<file path="src/rtl/isp_ae_stats.sv">
// Auto-exposure statistics: 1-cycle pixel passthrough, per-frame luma sums,
// restoring-divider mean. Optional clip counters: ISP_AE_CLIP_COUNT_EN.
module isp_ae_stats #(
  parameter int BITS     = 8,
  parameter int CNT_BITS = 24
) (
  input  logic                     pclk,
  input  logic                     rst_n,
  input  logic                     in_href,
  input  logic                     in_vsync,
  input  logic [BITS-1:0]          in_data,
  input  logic [BITS-1:0]          dark_thr,
  input  logic [BITS-1:0]          bright_thr,
  output logic                     out_href,
  output logic                     out_vsync,
  output logic [BITS-1:0]          out_data,
  output logic [BITS+CNT_BITS-1:0] stats_sum,
  output logic [CNT_BITS-1:0]      stats_cnt,
  output logic [BITS-1:0]          stats_mean,
  output logic [CNT_BITS-1:0]      stats_dark,
  output logic [CNT_BITS-1:0]      stats_bright,
  output logic                     stats_valid,
  output logic                     stats_overrun
);

  localparam int DW = BITS + CNT_BITS;
  localparam int IW = $clog2(DW + 1);

  typedef enum logic [1:0] {
    IDLE,
    DIV,
    DONE
  } state_t;

  state_t state, state_nx;

  logic                vs_q;
  logic                frame_end;
  logic [DW-1:0]       acc_sum, base_sum, sum_nx, snap_sum;
  logic [DW:0]         sum_add;
  logic [CNT_BITS-1:0] acc_cnt, base_cnt, cnt_nx, snap_cnt;
  logic [IW-1:0]       iter;
  logic [DW-1:0]       quo;
  logic [CNT_BITS-1:0] rem, rem_nx;
  logic [CNT_BITS:0]   trial, diff;
  logic                take;
  logic [BITS-1:0]     mean_nx;

  assign frame_end = in_vsync & ~vs_q;

  always_ff @(posedge pclk or negedge rst_n) begin
    if (!rst_n) begin
      out_href  <= 1'b0;
      out_vsync <= 1'b0;
      out_data  <= '0;
      vs_q      <= 1'b0;
    end else begin
      out_href  <= in_href;
      out_vsync <= in_vsync;
      out_data  <= in_data;
      vs_q      <= in_vsync;
    end
  end

  // A frame end restarts the accumulators from zero, seeded by this pixel.
  always_comb begin
    base_sum = frame_end ? '0 : acc_sum;
    base_cnt = frame_end ? '0 : acc_cnt;
    sum_add  = {1'b0, base_sum} + {{(CNT_BITS + 1){1'b0}}, in_data};
    sum_nx   = base_sum;
    cnt_nx   = base_cnt;
    if (in_href) begin
      sum_nx = sum_add[DW] ? '1 : sum_add[DW-1:0];
      if (!(&base_cnt)) cnt_nx = base_cnt + CNT_BITS'(1);
    end
  end

  assign trial  = {rem, quo[DW-1]};
  assign diff   = trial - {1'b0, snap_cnt};
  assign take   = trial >= {1'b0, snap_cnt};
  assign rem_nx = take ? diff[CNT_BITS-1:0] : trial[CNT_BITS-1:0];

  always_comb begin
    mean_nx = quo[BITS-1:0];
    if (|quo[DW-1:BITS]) mean_nx = '1;
    if (snap_cnt == '0)  mean_nx = '0;
  end

  always_ff @(posedge pclk or negedge rst_n) begin
    if (!rst_n) state <= IDLE;
    else        state <= state_nx;
  end

  always_comb begin
    state_nx = state;
    unique case (state)
      IDLE: state_nx = IDLE;
      DIV:  if (iter == IW'(DW - 1)) state_nx = DONE;
      DONE: state_nx = IDLE;
      default: state_nx = IDLE;
    endcase
    if (frame_end) state_nx = DIV;
  end

  always_ff @(posedge pclk or negedge rst_n) begin
    if (!rst_n) begin
      acc_sum  <= '0;
      acc_cnt  <= '0;
      snap_sum <= '0;
      snap_cnt <= '0;
      quo      <= '0;
      rem      <= '0;
      iter     <= '0;
    end else begin
      acc_sum <= sum_nx;
      acc_cnt <= cnt_nx;
      if (frame_end) begin
        snap_sum <= acc_sum;
        snap_cnt <= acc_cnt;
        quo      <= acc_sum;
        rem      <= '0;
        iter     <= '0;
      end else if (state == DIV) begin
        quo  <= {quo[DW-2:0], take};
        rem  <= rem_nx;
        iter <= iter + IW'(1);
      end
    end
  end

  always_ff @(posedge pclk or negedge rst_n) begin
    if (!rst_n) begin
      stats_sum     <= '0;
      stats_cnt     <= '0;
      stats_mean    <= '0;
      stats_valid   <= 1'b0;
      stats_overrun <= 1'b0;
    end else begin
      stats_valid   <= (state == DONE);
      stats_overrun <= frame_end && (state == DIV);
      if (state == DONE) begin
        stats_sum  <= snap_sum;
        stats_cnt  <= snap_cnt;
        stats_mean <= mean_nx;
      end
    end
  end

`ifdef ISP_AE_CLIP_COUNT_EN
  logic [CNT_BITS-1:0] acc_dark, acc_bright;
  logic [CNT_BITS-1:0] base_dark, base_bright;
  logic [CNT_BITS-1:0] dark_nx, bright_nx;
  logic [CNT_BITS-1:0] snap_dark, snap_bright;

  always_comb begin
    base_dark   = frame_end ? '0 : acc_dark;
    base_bright = frame_end ? '0 : acc_bright;
    dark_nx     = base_dark;
    bright_nx   = base_bright;
    if (in_href && in_data < dark_thr && !(&base_dark))
      dark_nx = base_dark + CNT_BITS'(1);
    if (in_href && in_data > bright_thr && !(&base_bright))
      bright_nx = base_bright + CNT_BITS'(1);
  end

  always_ff @(posedge pclk or negedge rst_n) begin
    if (!rst_n) begin
      acc_dark     <= '0;
      acc_bright   <= '0;
      snap_dark    <= '0;
      snap_bright  <= '0;
      stats_dark   <= '0;
      stats_bright <= '0;
    end else begin
      acc_dark   <= dark_nx;
      acc_bright <= bright_nx;
      if (frame_end) begin
        snap_dark   <= acc_dark;
        snap_bright <= acc_bright;
      end
      if (state == DONE) begin
        stats_dark   <= snap_dark;
        stats_bright <= snap_bright;
      end
    end
  end
`else
  logic unused_thr;
  assign unused_thr   = ^{dark_thr, bright_thr};
  assign stats_dark   = '0;
  assign stats_bright = '0;
`endif

endmodule
</file>
<file path="config.mk">
export PLATFORM = sky130hd
export DESIGN_NAME = isp_ae_stats
export DESIGN_NICKNAME = d
export VERILOG_FILES = /design/src/rtl/isp_ae_stats.sv
export SDC_FILE = /design/constraint.sdc
export NUM_CORES = 1
export LEC_CHECK = 0
export BUFFER_PORTS_ARGS = -buffer_cell sky130_fd_sc_hd__buf_2
export CAP_MARGIN = 20
export CORE_ASPECT_RATIO = 0.5
export CORE_MARGIN = 8
export CORE_UTILIZATION = 39
export CTS_CLUSTER_DIAMETER = 40
export DETAILED_ROUTE_END_ITERATION = 8
export GPL_ROUTABILITY_DRIVEN = 1
export GPL_TIMING_DRIVEN = 1
export HOLD_SLACK_MARGIN = 0.1
export SLEW_MARGIN = 30
export SYNTH_ARGS = -nofsm -noshare
export SYNTH_HDL_FRONTEND = slang
export SYNTH_SLANG_ARGS = --single-unit
</file>
<file path="constraint.sdc">
create_clock -name pclk -period 5.2 [get_ports pclk]
set_clock_uncertainty 0.1 [all_clocks]
set_input_delay 0.26 -clock pclk [delete_from_list [all_inputs] [get_ports pclk]]
set_output_delay 0.26 -clock pclk [all_outputs]
set_load 0.02 [all_outputs]
</file>
==> results of run 1 <==
[final timing paths]
path / end / slack [ps] / depth (start not counted)
min in group pclk: out_data[0]$_DFF_PN0_ / 290 / 2
max reg2reg: acc_sum[31]$_DFF_PN0_ / 1520 / 13
max: acc_sum[31]$_DFF_PN0_ / 1520 / 13
min: rem[14]$_DFFE_PN0P_ / 110 / 2
max in group asynchronous: quo[23]$_DFFE_PN0P_ / 3820 / 3
min reg2reg: stats_sum[22]$_DFFE_PN0P_ / 370 / 2
[worst max-delay path, stage by stage, from the launching register on]
cell and delay [ps]:
dfrtp_1 410, nand2b_2 260, buf_4 250, and2_1 200, ha_1 270, inv_1 70, o21bai_1 200, a21oi_1 110
o21ai_0 250, nor2b_1 280, and3_1 370, nand2_1 430, nor3b_1 290, a21oi_1 120
[stage by stage]
stage | setup WS (ps) | instances | util | hold slack [ps] | total power [µW]
2_1_floorplan | 1590 | 1397 | - | -136 | 4100
3_3_place_gp | 1550 | 1816 | 0.414 | 298 | 4430
3_5_place_dp | 1550 | 1816 | 0.414 | 296 | 4490
4_1_cts | 1510 | 1878 | 0.447 | 272 | 6530
5_1_grt | 1170 | 1879 | 0.448 | 136 | 6920
6_report | 1520 | 1879 | 0.448 | 108 | 6490
[sequential cells by signal (all words and copies together) (netlist names), 24 cells and up]
register / flops
rem: 24
acc_cnt: 24
snap_cnt: 24
quo: 32
snap_sum: 32
stats_sum: 32
acc_sum: 32
stats_cnt: 24
[kinds of logic (layout without fill, tap and decap cells)]
kind of cell,after synthesis,count (layout),synth area share
mux,40,40,0.0323
buf+inv,153,203,0.0632
flops,252,252,0.508
other cells,1,48,0.000302
simple gates,547,547,0.193
fa+ha+maj,36,36,0.0375
xor+xnor,64,64,0.0451
compound gates,257,257,0.121
[synth_stat cells, types with 4 or more instances]
cell and number:
nor3_1 30, nand3_1 34, dfrtp_1 252, clkbuf_1 46, o21a_1 7, buf_4 50, xnor2_1 33, nand2_1 334
inv_1 43, a211oi_1 6, nor2b_1 7, and3_1 11, a21oi_1 47, o31ai_1 4, ha_1 34, mux2i_1 39
o211ai_1 4, a21o_1 12, xor2_1 31, nand4_1 16, and2_1 11, nor2_1 58, o21ai_0 148, or3_1 7
buf_1 8, nand2b_1 5, nor4_1 18, a31oi_1 5
[what timing repair did]
action                    CTS  global route
gates resized for setup     0             0
hold buffers               11             0
hold endpoints to repair  134             0
[power breakdown]
part           internal (µW)  switching [µW]  total [µW]  leakage [µW]
clock network           1170             827        1990      0.000451
registers               2200             179        2380       0.00340
logic                    876            1240        2120       0.00300
[layer usage]
metal / vias up / part of all wire / global-route usage
li1: 4614 / - / -
met1: 4670 / 0.45 / 0.205
met2: 165 / 0.49 / 0.270
met3: 45 / 0.040 / 0.0271
met4: 0 / 0.019 / 0.0350
met5: - / 0 / 0
[area by class of cell]
type | count | area, µm² | share of cell area
Clock buffer | 37 | 786 | 0.0556
Tap cell | 432 | 541 | 0.0383
Sequential cell | 252 | 6310 | 0.446
Clock inverter | 14 | 139 | 0.00983
Timing Repair Buffer | 108 | 663 | 0.0469
Inverter | 44 | 166 | 0.0118
Multi-Input combinational cell | 992 | 5520 | 0.391
==> results.json, run 1 <==
{
  "status": "finished clean",
  "core_mm2": 0.0315,
  "setup_tns_ps": 0,
  "synth-seq-area-share": 0.508,
  "grt_pass1_wl_um": 49800,
  "grt_use_total": 0.157,
  "hold_violations": 0,
  "sum_of_overflow_across_all_layers_after_global_routing": 0,
  "timing.max_cap.violations": 0,
  "num_rows": 46,
  "fmax_mhz": 272,
  "synth-warning-count": 0,
  "asyncSetResetFlopFracSynth": 1.00,
  "die_area_mm2": 0.0382,
  "die_h_um": 142,
  "startpoint_type": "flip-flop",
  "timing.rr.start": "vs_q$_DFF_PN0_",
  "clk_root_buffer_cell": "clkbuf_16",
  "post_cts_buffers": 0,
  "cts-htree-levels": 1,
  "setup-violations-final": 0,
  "cts-buffers-inserted": 28,
  "critPathMaxFanout": 23,
  "tritoncts": "done",
  "grt_start_max_net_pins": 137,
  "final_max_slew_viol_count": 0,
  "synthToLayoutAreaGrowth_pct": 13.7,
  "ys_ff_latch": 252,
  "layout_commonest_cell": "nand2_1",
  "syn_area_mm2": 0.0124,
  "dp_hpwl_um": 20600,
  "finish.net_count": 1490,
  "timing.final.crit_period_ps": 3680,
  "post_synth_inst_count": 1350,
  "power_density_mw_per_mm2": 459,
  "largest_area_contributor_in_the_synthesized_netlist": "dfrtp_1",
  "postRouteWirelength_um": 29800,
  "ir_worst_vdd_mv": 0.188,
  "routedWlPerCell_um": 15.9,
  "effective_utilization_at_floorplan": 0.394,
  "drt_iter0_markers": 579,
  "antennaDiodeCount": 0,
  "setup.worst_path.class": "reg -> reg",
  "dr_total_vias": 9494,
  "timing.critical_path.required_ps": 5570,
  "finalCritPeriodShare": 0.708,
  "netlist-cell-type-count": 64,
  "leakage_power_uw": 0.00685,
  "placement.cell_area_mm2": 0.0131,
  "ios": 152,
  "layout_common_cells": "nand2_1 (334), dfrtp_1 (252), o21ai_0 (148), buf_2 (86), nor2_1 (58)",
  "chipWidth_um": 268,
  "slew_at_the_pin_closest_to_its_max_slew_limit_ps": 927,
  "postSynthAreaPerCell_um2": 9.20,
  "worst_setup_path_startpoint": "vs_q$_DFF_PN0_",
  "antenna_found_initial": 0,
  "detailedRoute.firstPassIterationCount": 5,
  "cp-end-kind": "flip-flop",
  "synth_edf_count": 0,
  "postLayoutCellArea_mm2": 0.0141,
  "rsz0062_at_grt": "no",
  "fill_cells": 3066,
  "first_global_vias": 9621,
  "route.detailed.vias_per_inst": 5.05,
  "slew_headroom": 0.380,
  "synthTopCellsByArea": "dfrtp_1 (51%), nand2_1 (10%), o21ai_0 (6.0%), ha_1 (3.4%), mux2i_1 (3.1%)",
  "cts.sinks": 252,
  "route.antenna.remaining_nets": 0,
  "timing.critical_path.arrival_ps": 4050,
  "cts_max_path_buffers": 3,
  "route.detailed.drc": 0,
  "clk_transition_reported_paths_ps": 70,
  "top_cell_type_s_share_of_synthesized_area": 0.508,
  "clock_latency_ps": 550,
  "port_buffers": 87,
  "worst_hold_path_type": "in -> async",
  "post_route_cells_drive_above_1_share": 0.113,
  "gp_congestion": 0.863,
  "yosys_most_used_dff": "dfrtp_1"
}
No activity file was read; power rests on OpenSTA's default activity.
==> run 2, diff against run 1 <==
Clock period 5.2 ns to 3.16 ns, I/O delays scaled along.
==> results.json, run 2 (synthesis results as in run 1) <==
{
  "status": "finished clean",
  "layout_commonest_cell": "nand2_1",
  "clk_root_buffer_cell": "clkbuf_16",
  "chipWidth_um": 268,
  "clock_latency_ps": 560,
  "timing.critical_path.required_ps": 3470,
  "cts_max_path_buffers": 3,
  "reg2reg_setup_slack_ps": 210,
  "post_layout_utilization_of_the_core": 0.454,
  "slew_at_the_pin_closest_to_its_max_slew_limit_ps": 888,
  "regToRegEndpoint": "acc_sum[18]$_DFF_PN0_",
  "synthToLayoutAreaGrowth_pct": 15.4,
  "post_route_cells_drive_above_1_share": 0.134,
  "layout_common_cells": "nand2_1 (333), dfrtp_1 (251), o21ai_0 (147), buf_2 (86), nor2_1 (58)",
  "die_h_um": 142,
  "critPathMaxFanout": 8,
  "power_density_mw_per_mm2": 758,
  "ios": 152,
  "grt_use_total": 0.161,
  "fill_cells": 3092,
  "layout.area.seq_mm2": 0.00631,
  "cts-buffers-inserted": 28,
  "finalCritPeriodShare": 0.933,
  "core_mm2": 0.0315,
  "setup.worst_path.class": "reg -> reg",
  "final_max_slew_viol_count": 0,
  "timing.final.crit_period_ps": 2950,
  "route.detailed.drc": 0,
  "timing.critical_path.arrival_ps": 3260,
  "cp-end-kind": "flip-flop",
  "startpoint_type": "flip-flop",
  "timing.rr.start": "vs_q$_DFF_PN0_",
  "setup-violations-final": 0,
  "drt_iter0_markers": 691,
  "detailedRoute.firstPassIterationCount": 4,
  "tritoncts": "done",
  "routedWlPerCell_um": 16.0,
  "timing.max_cap.violations": 0,
  "worst_slack_ps": 211,
  "route.antenna.remaining_nets": 0,
  "sum_of_overflow_across_all_layers_after_global_routing": 0,
  "worst_hold_path_type": "in -> async",
  "slew_headroom": 0.406,
  "postRouteWirelength_um": 30400,
  "area_of_the_multi_input_gates_mm2": 0.00558,
  "dp_hpwl_um": 21400,
  "worst_setup_path_startpoint": "vs_q$_DFF_PN0_",
  "finish.net_count": 1509,
  "clk_transition_reported_paths_ps": 60,
  "rsz0062_at_grt": "no",
  "antenna_found_initial": 0,
  "dr_total_vias": 9591,
  "gp_congestion": 0.874,
  "die_area_mm2": 0.0382,
  "first_global_vias": 9803,
  "antennaDiodeCount": 0,
  "num_rows": 46,
  "post-place-ws_ps": 137,
  "route.detailed.vias_per_inst": 5.05,
  "effective_utilization_at_floorplan": 0.394,
  "setup_tns_ps": 0,
  "port_buffers": 87,
  "ff2ff_path_depth": 14,
  "leakage_power_uw": 0.00694,
  "hold_violations": 0,
  "ir_worst_vdd_mv": 0.532,
  "total_power_uw": 10900,
  "fmax_mhz": 339,
  "critical_path.endpoint": "acc_sum[18]$_DFF_PN0_",
  "cts.sinks": 252,
  "grt_start_max_net_pins": 102,
  "grt_pass1_wl_um": 50900,
  "cts-htree-levels": 1
}
-- run 2: stage by stage --
| step | std cells | hold WS, ps | instance area, µm² |
|---|---|---|---|
| finish | 1898 | 91.7 | 14300 |
| detailed placement | 1836 | 178 | 13300 |
| global placement | 1836 | 161 | 13300 |
| CTS | 1898 | 150 | 14300 |
| floorplan | 1397 | -238 | 12700 |
| global route | 1898 | 166 | 14300 |
-- run 2: worst min-delay path by stage --
stage                                      endpoint  slack (ps)  depth (start not counted)  startpoint
after floorplan                acc_cnt[0]$_DFF_PN0_        -240                          0       rst_n
after global placement        out_data[7]$_DFF_PN0_         160                          1       rst_n
after detailed placement      out_data[7]$_DFF_PN0_         180                          1       rst_n
after CTS                     out_data[6]$_DFF_PN0_         150                          2  in_data[6]
after global routing          out_data[2]$_DFF_PN0_         170                          2  in_data[2]
final                     stats_sum[15]$_DFFE_PN0P_          90                          2       rst_n
-- run 2: power by group --
part	switching (µW)	internal [µW]
sequential	293	3610
combinational	2100	1610
clock	1380	1860
total	3770	7080
-- run 2: cell type report --
| type | count | share of cell area |
|---|---|---|
| sequential | 252 | 0.440 |
| multi-input combinational | 992 | 0.390 |
| timing repair buffer | 127 | 0.0566 |
| clock buffer | 37 | 0.0554 |
| tap | 432 | 0.0377 |
| inverter | 44 | 0.0115 |
| clock inverter | 14 | 0.00891 |
-- run 2: per-layer routing --
metal	routed length (µm)	share of wire	global-route usage	vias up
met3	1290	0.043	0.0288	43
met5	0	0	0	-
met2	14500	0.48	0.271	181
met1	14000	0.46	0.214	4712
met4	627	0.021	0.0384	0
li1	-	-	-	4655
-- run 2: worst max-delay path: stages, from the launching register on --
cell,delay [ps]
dfrtp_2,430
nand2b_4,180
nand2_1,90
inv_1,50
ha_2,200
fa_2,400
a21oi_2,120
o21bai_1,110
a21oi_1,190
o21ai_1,110
nor2b_2,180
and3_2,270
nand3_1,120
xor2_1,170
o21ai_0,90
-- run 2: repair_timing --
item	4_1_cts	5_1_grt
setup endpoints to repair	0	17
endpoints found under the hold margin	125	0
buffers inserted	0	0
hold buffers	11	0
resized for setup	0	7
==> run 3, diff against run 2 <==
Settings changed: ABC_AREA set to 1, RECOVER_POWER set to 100.
==> results.json, run 3 <==
{
  "timing.rr.start": "vs_q$_DFF_PN0_",
  "cp-end-kind": "flip-flop",
  "setup.worst_path.class": "reg -> reg",
  "largest_area_contributor_in_the_synthesized_netlist": "dfrtp_1",
  "synth_mux_area_frac": 0,
  "synth-warning-count": 0,
  "cts.sinks": 252,
  "final_max_slew_viol_count": 287,
  "timing.critical_path.required_ps": 3490,
  "drt_iter0_markers": 1059,
  "sum_of_overflow_across_all_layers_after_global_routing": 0,
  "startpoint_type": "flip-flop",
  "antennaDiodeCount": 0,
  "clk_root_buffer_cell": "clkbuf_16",
  "core_mm2": 0.0357,
  "synthTopCellsByArea": "dfrtp_1 (45%), nand2_1 (15%), inv_1 (7.3%), o21ai_0 (5.6%), nand3_1 (4.6%)",
  "first_global_vias": 11500,
  "die_area_mm2": 0.0426,
  "routed-wl-met3_um": 1400,
  "asyncSetResetFlopFracSynth": 1.00,
  "effective_utilization_at_floorplan": 0.393,
  "ios": 152,
  "slew_at_the_pin_closest_to_its_max_slew_limit_ps": 1970,
  "timing.final.crit_period_ps": 2810,
  "route.detailed.vias_per_inst": 4.84,
  "synth_compound_area_frac": 0.0879,
  "postSynthAreaPerCell_um2": 7.45,
  "num_rows": 49,
  "fmax_mhz": 356,
  "yosys_most_used_dff": "dfrtp_1",
  "leading_cell_type_by_number_of_instances_after_synthesis": "nand2_1",
  "grt_use_total": 0.169,
  "synth_xor_area_frac": 0.0156,
  "sequentialPowerShare": 0.342,
  "netlist-cell-type-count": 40,
  "gp_congestion": 0.904,
  "failed_checks": "max-capacitance violations, max-slew violations",
  "chipWidth_um": 284,
  "synthToLayoutAreaGrowth_pct": 12.5,
  "post_synth_inst_count": 1881,
  "routedLengthMet1_um": 17000,
  "routedWlPerCell_um": 14.8,
  "worst_slack_ps": 348,
  "grt_pass1_wl_um": 60000,
  "post_route_cells_drive_above_1_share": 0.0573,
  "clk_transition_reported_paths_ps": 60,
  "finalCritPeriodShare": 0.890,
  "ys_top_cells_by_count": "nand2_1 (563), inv_1 (272), dfrtp_1 (252)",
  "tritoncts": "done",
  "layout_common_cells": "nand2_1 (564), inv_1 (274), dfrtp_1 (252), o21ai_0 (162), nor2_1 (134)",
  "setup_tns_ps": 0,
  "leakage_power_uw": 0.00772,
  "detailedRoute.firstPassIterationCount": 5,
  "slew_headroom": -0.312,
  "regToRegEndpoint": "acc_cnt[11]$_DFF_PN0_",
  "worst_hold_startpoint": "in_data[6]",
  "route.detailed.drc": 0,
  "cts-htree-levels": 1,
  "ys_ff_latch": 252,
  "hold_violations": 0,
  "synth_top_family_by_area": "simple AND/OR/NAND/NOR gates",
  "status": "finished, violations left",
  "cts_max_path_buffers": 3,
  "setup-violations-final": 0,
  "dr_total_vias": 12000,
  "synth_edf_count": 0,
  "postRouteWirelength_um": 36600,
  "synth_simple_gate_area_share": 0.291,
  "finish.net_count": 2036,
  "hold-path-cell-count": 2,
  "timing.critical_path.arrival_ps": 3140,
  "post-place-ws_ps": 291,
  "fill_cells": 3692,
  "antenna_found_initial": 0,
  "adder_cell_area_share_of_the_yosys_netlist": 0.0332,
  "grt_start_max_net_pins": 98,
  "placement.cell_area_mm2": 0.0149,
  "ff2ff_path_depth": 13,
  "dp_hpwl_um": 26400,
  "timing.max_cap.violations": 5,
  "postLayoutCellArea_mm2": 0.0158,
  "die_h_um": 150,
  "port_buffers": 87,
  "clock_latency_ps": 580,
  "netSwitchingFraction": 0.381,
  "p_switching_uw": 4310,
  "top_cell_type_s_share_of_synthesized_area": 0.450,
  "syn_area_mm2": 0.0140,
  "critPathMaxFanout": 19,
  "pwr-share-comb": 0.350,
  "layout_commonest_cell": "nand2_1",
  "cts-buffers-inserted": 30,
  "ir_worst_vdd_mv": 0.526,
  "min_to": "out_data[6]$_DFF_PN0_",
  "rsz0062_at_grt": "no",
  "synth-seq-area-share": 0.450,
  "reg2reg_setup_slack_ps": 350,
  "cellInternalPower_uw": 7010,
  "route.antenna.remaining_nets": 0,
  "top_signal_layer_used": "met4",
  "worst_hold_path_type": "in -> reg",
  "wl_met2_um": 17400,
  "power_density_mw_per_mm2": 718,
  "clockPowerShare": 0.307
}
[run 3: layout make-up]
class,count,area [µm²],share of cell area
Clock buffer,32,758,0.0481
Clock inverter,18,234,0.0148
Inverter,285,1070,0.0679
Multi-Input combinational cell,1280,6180,0.392
Sequential cell,252,6310,0.400
Tap cell,484,606,0.0384
Timing Repair Buffer,123,608,0.0386
[run 3: logic make-up after synthesis]
family          after synthesis
simple gates                948
buf+inv                     396
flops                       252
compound gates              223
fa+ha+maj                    36
xor+xnor                     25
other cells                   1
[run 3: metal layers]
layer  track usage  up-vias
met5             0        -
met4        0.0362        0
met3        0.0271       60
met2         0.289      219
met1         0.225     5627
li1              -     6077
[run 3: worst max-delay path: stages, from the launching register on]
cell and delay, ps:
dfrtp_1 420, nor2_4 260, buf_4 290, nor2_1 140, ha_1 240, nand3_2 130
inv_1 150, nand2_1 150, nor2_1 60, nand3_1 80, clkbuf_1 330, nand3_1 140
nand2_1 80, o21ai_0 80
[run 3: metrics by stage]
| stage | hold WS (ps) | cells | total power (µW) | util |
|---|---|---|---|---|
| after floorplan | -238 | 1928 | 6980 | - |
| after global placement | 97.0 | 2412 | 7870 | 0.416 |
| after detailed placement | 89.7 | 2412 | 7920 | 0.416 |
| after CTS | 120 | 2474 | 11500 | 0.448 |
| after global routing | 179 | 2474 | 12200 | 0.442 |
| final | 170 | 2474 | 11300 | 0.442 |
[run 3: worst max path at each step]
stage,to,cells after the start,from
final,acc_cnt[11]$_DFF_PN0_,13,vs_q$_DFF_PN0_
after global placement,acc_sum[9]$_DFF_PN0_,11,vs_q$_DFF_PN0_
after CTS,acc_sum[18]$_DFF_PN0_,11,vs_q$_DFF_PN0_
after floorplan,acc_sum[16]$_DFF_PN0_,16,vs_q$_DFF_PN0_
after global routing,rem[2]$_DFFE_PN0P_,12,snap_cnt[10]$_DFFE_PN0P_
after detailed placement,acc_sum[23]$_DFF_PN0_,11,vs_q$_DFF_PN0_
[run 3: what timing repair did]
| item | CTS | global route |
|---|---|---|
| resized for setup | 0 | 1 |
| buffers inserted | 0 | 0 |
| endpoints found under the hold margin | 291 | 0 |
| setup endpoints to repair | 0 | 4 |
| hold buffers | 12 | 0 |
[run 3: power by group through the flow]
stage / logic, µW / clock network, µW / registers (µW)
floorplan: 3120 / 0 / 3860
global placement: 3950 / 0 / 3930
detailed placement: 3990 / 0 / 3930
CTS: 4020 / 3570 / 3880
global route: 4620 / 3700 / 3920
finish: 3960 / 3480 / 3880
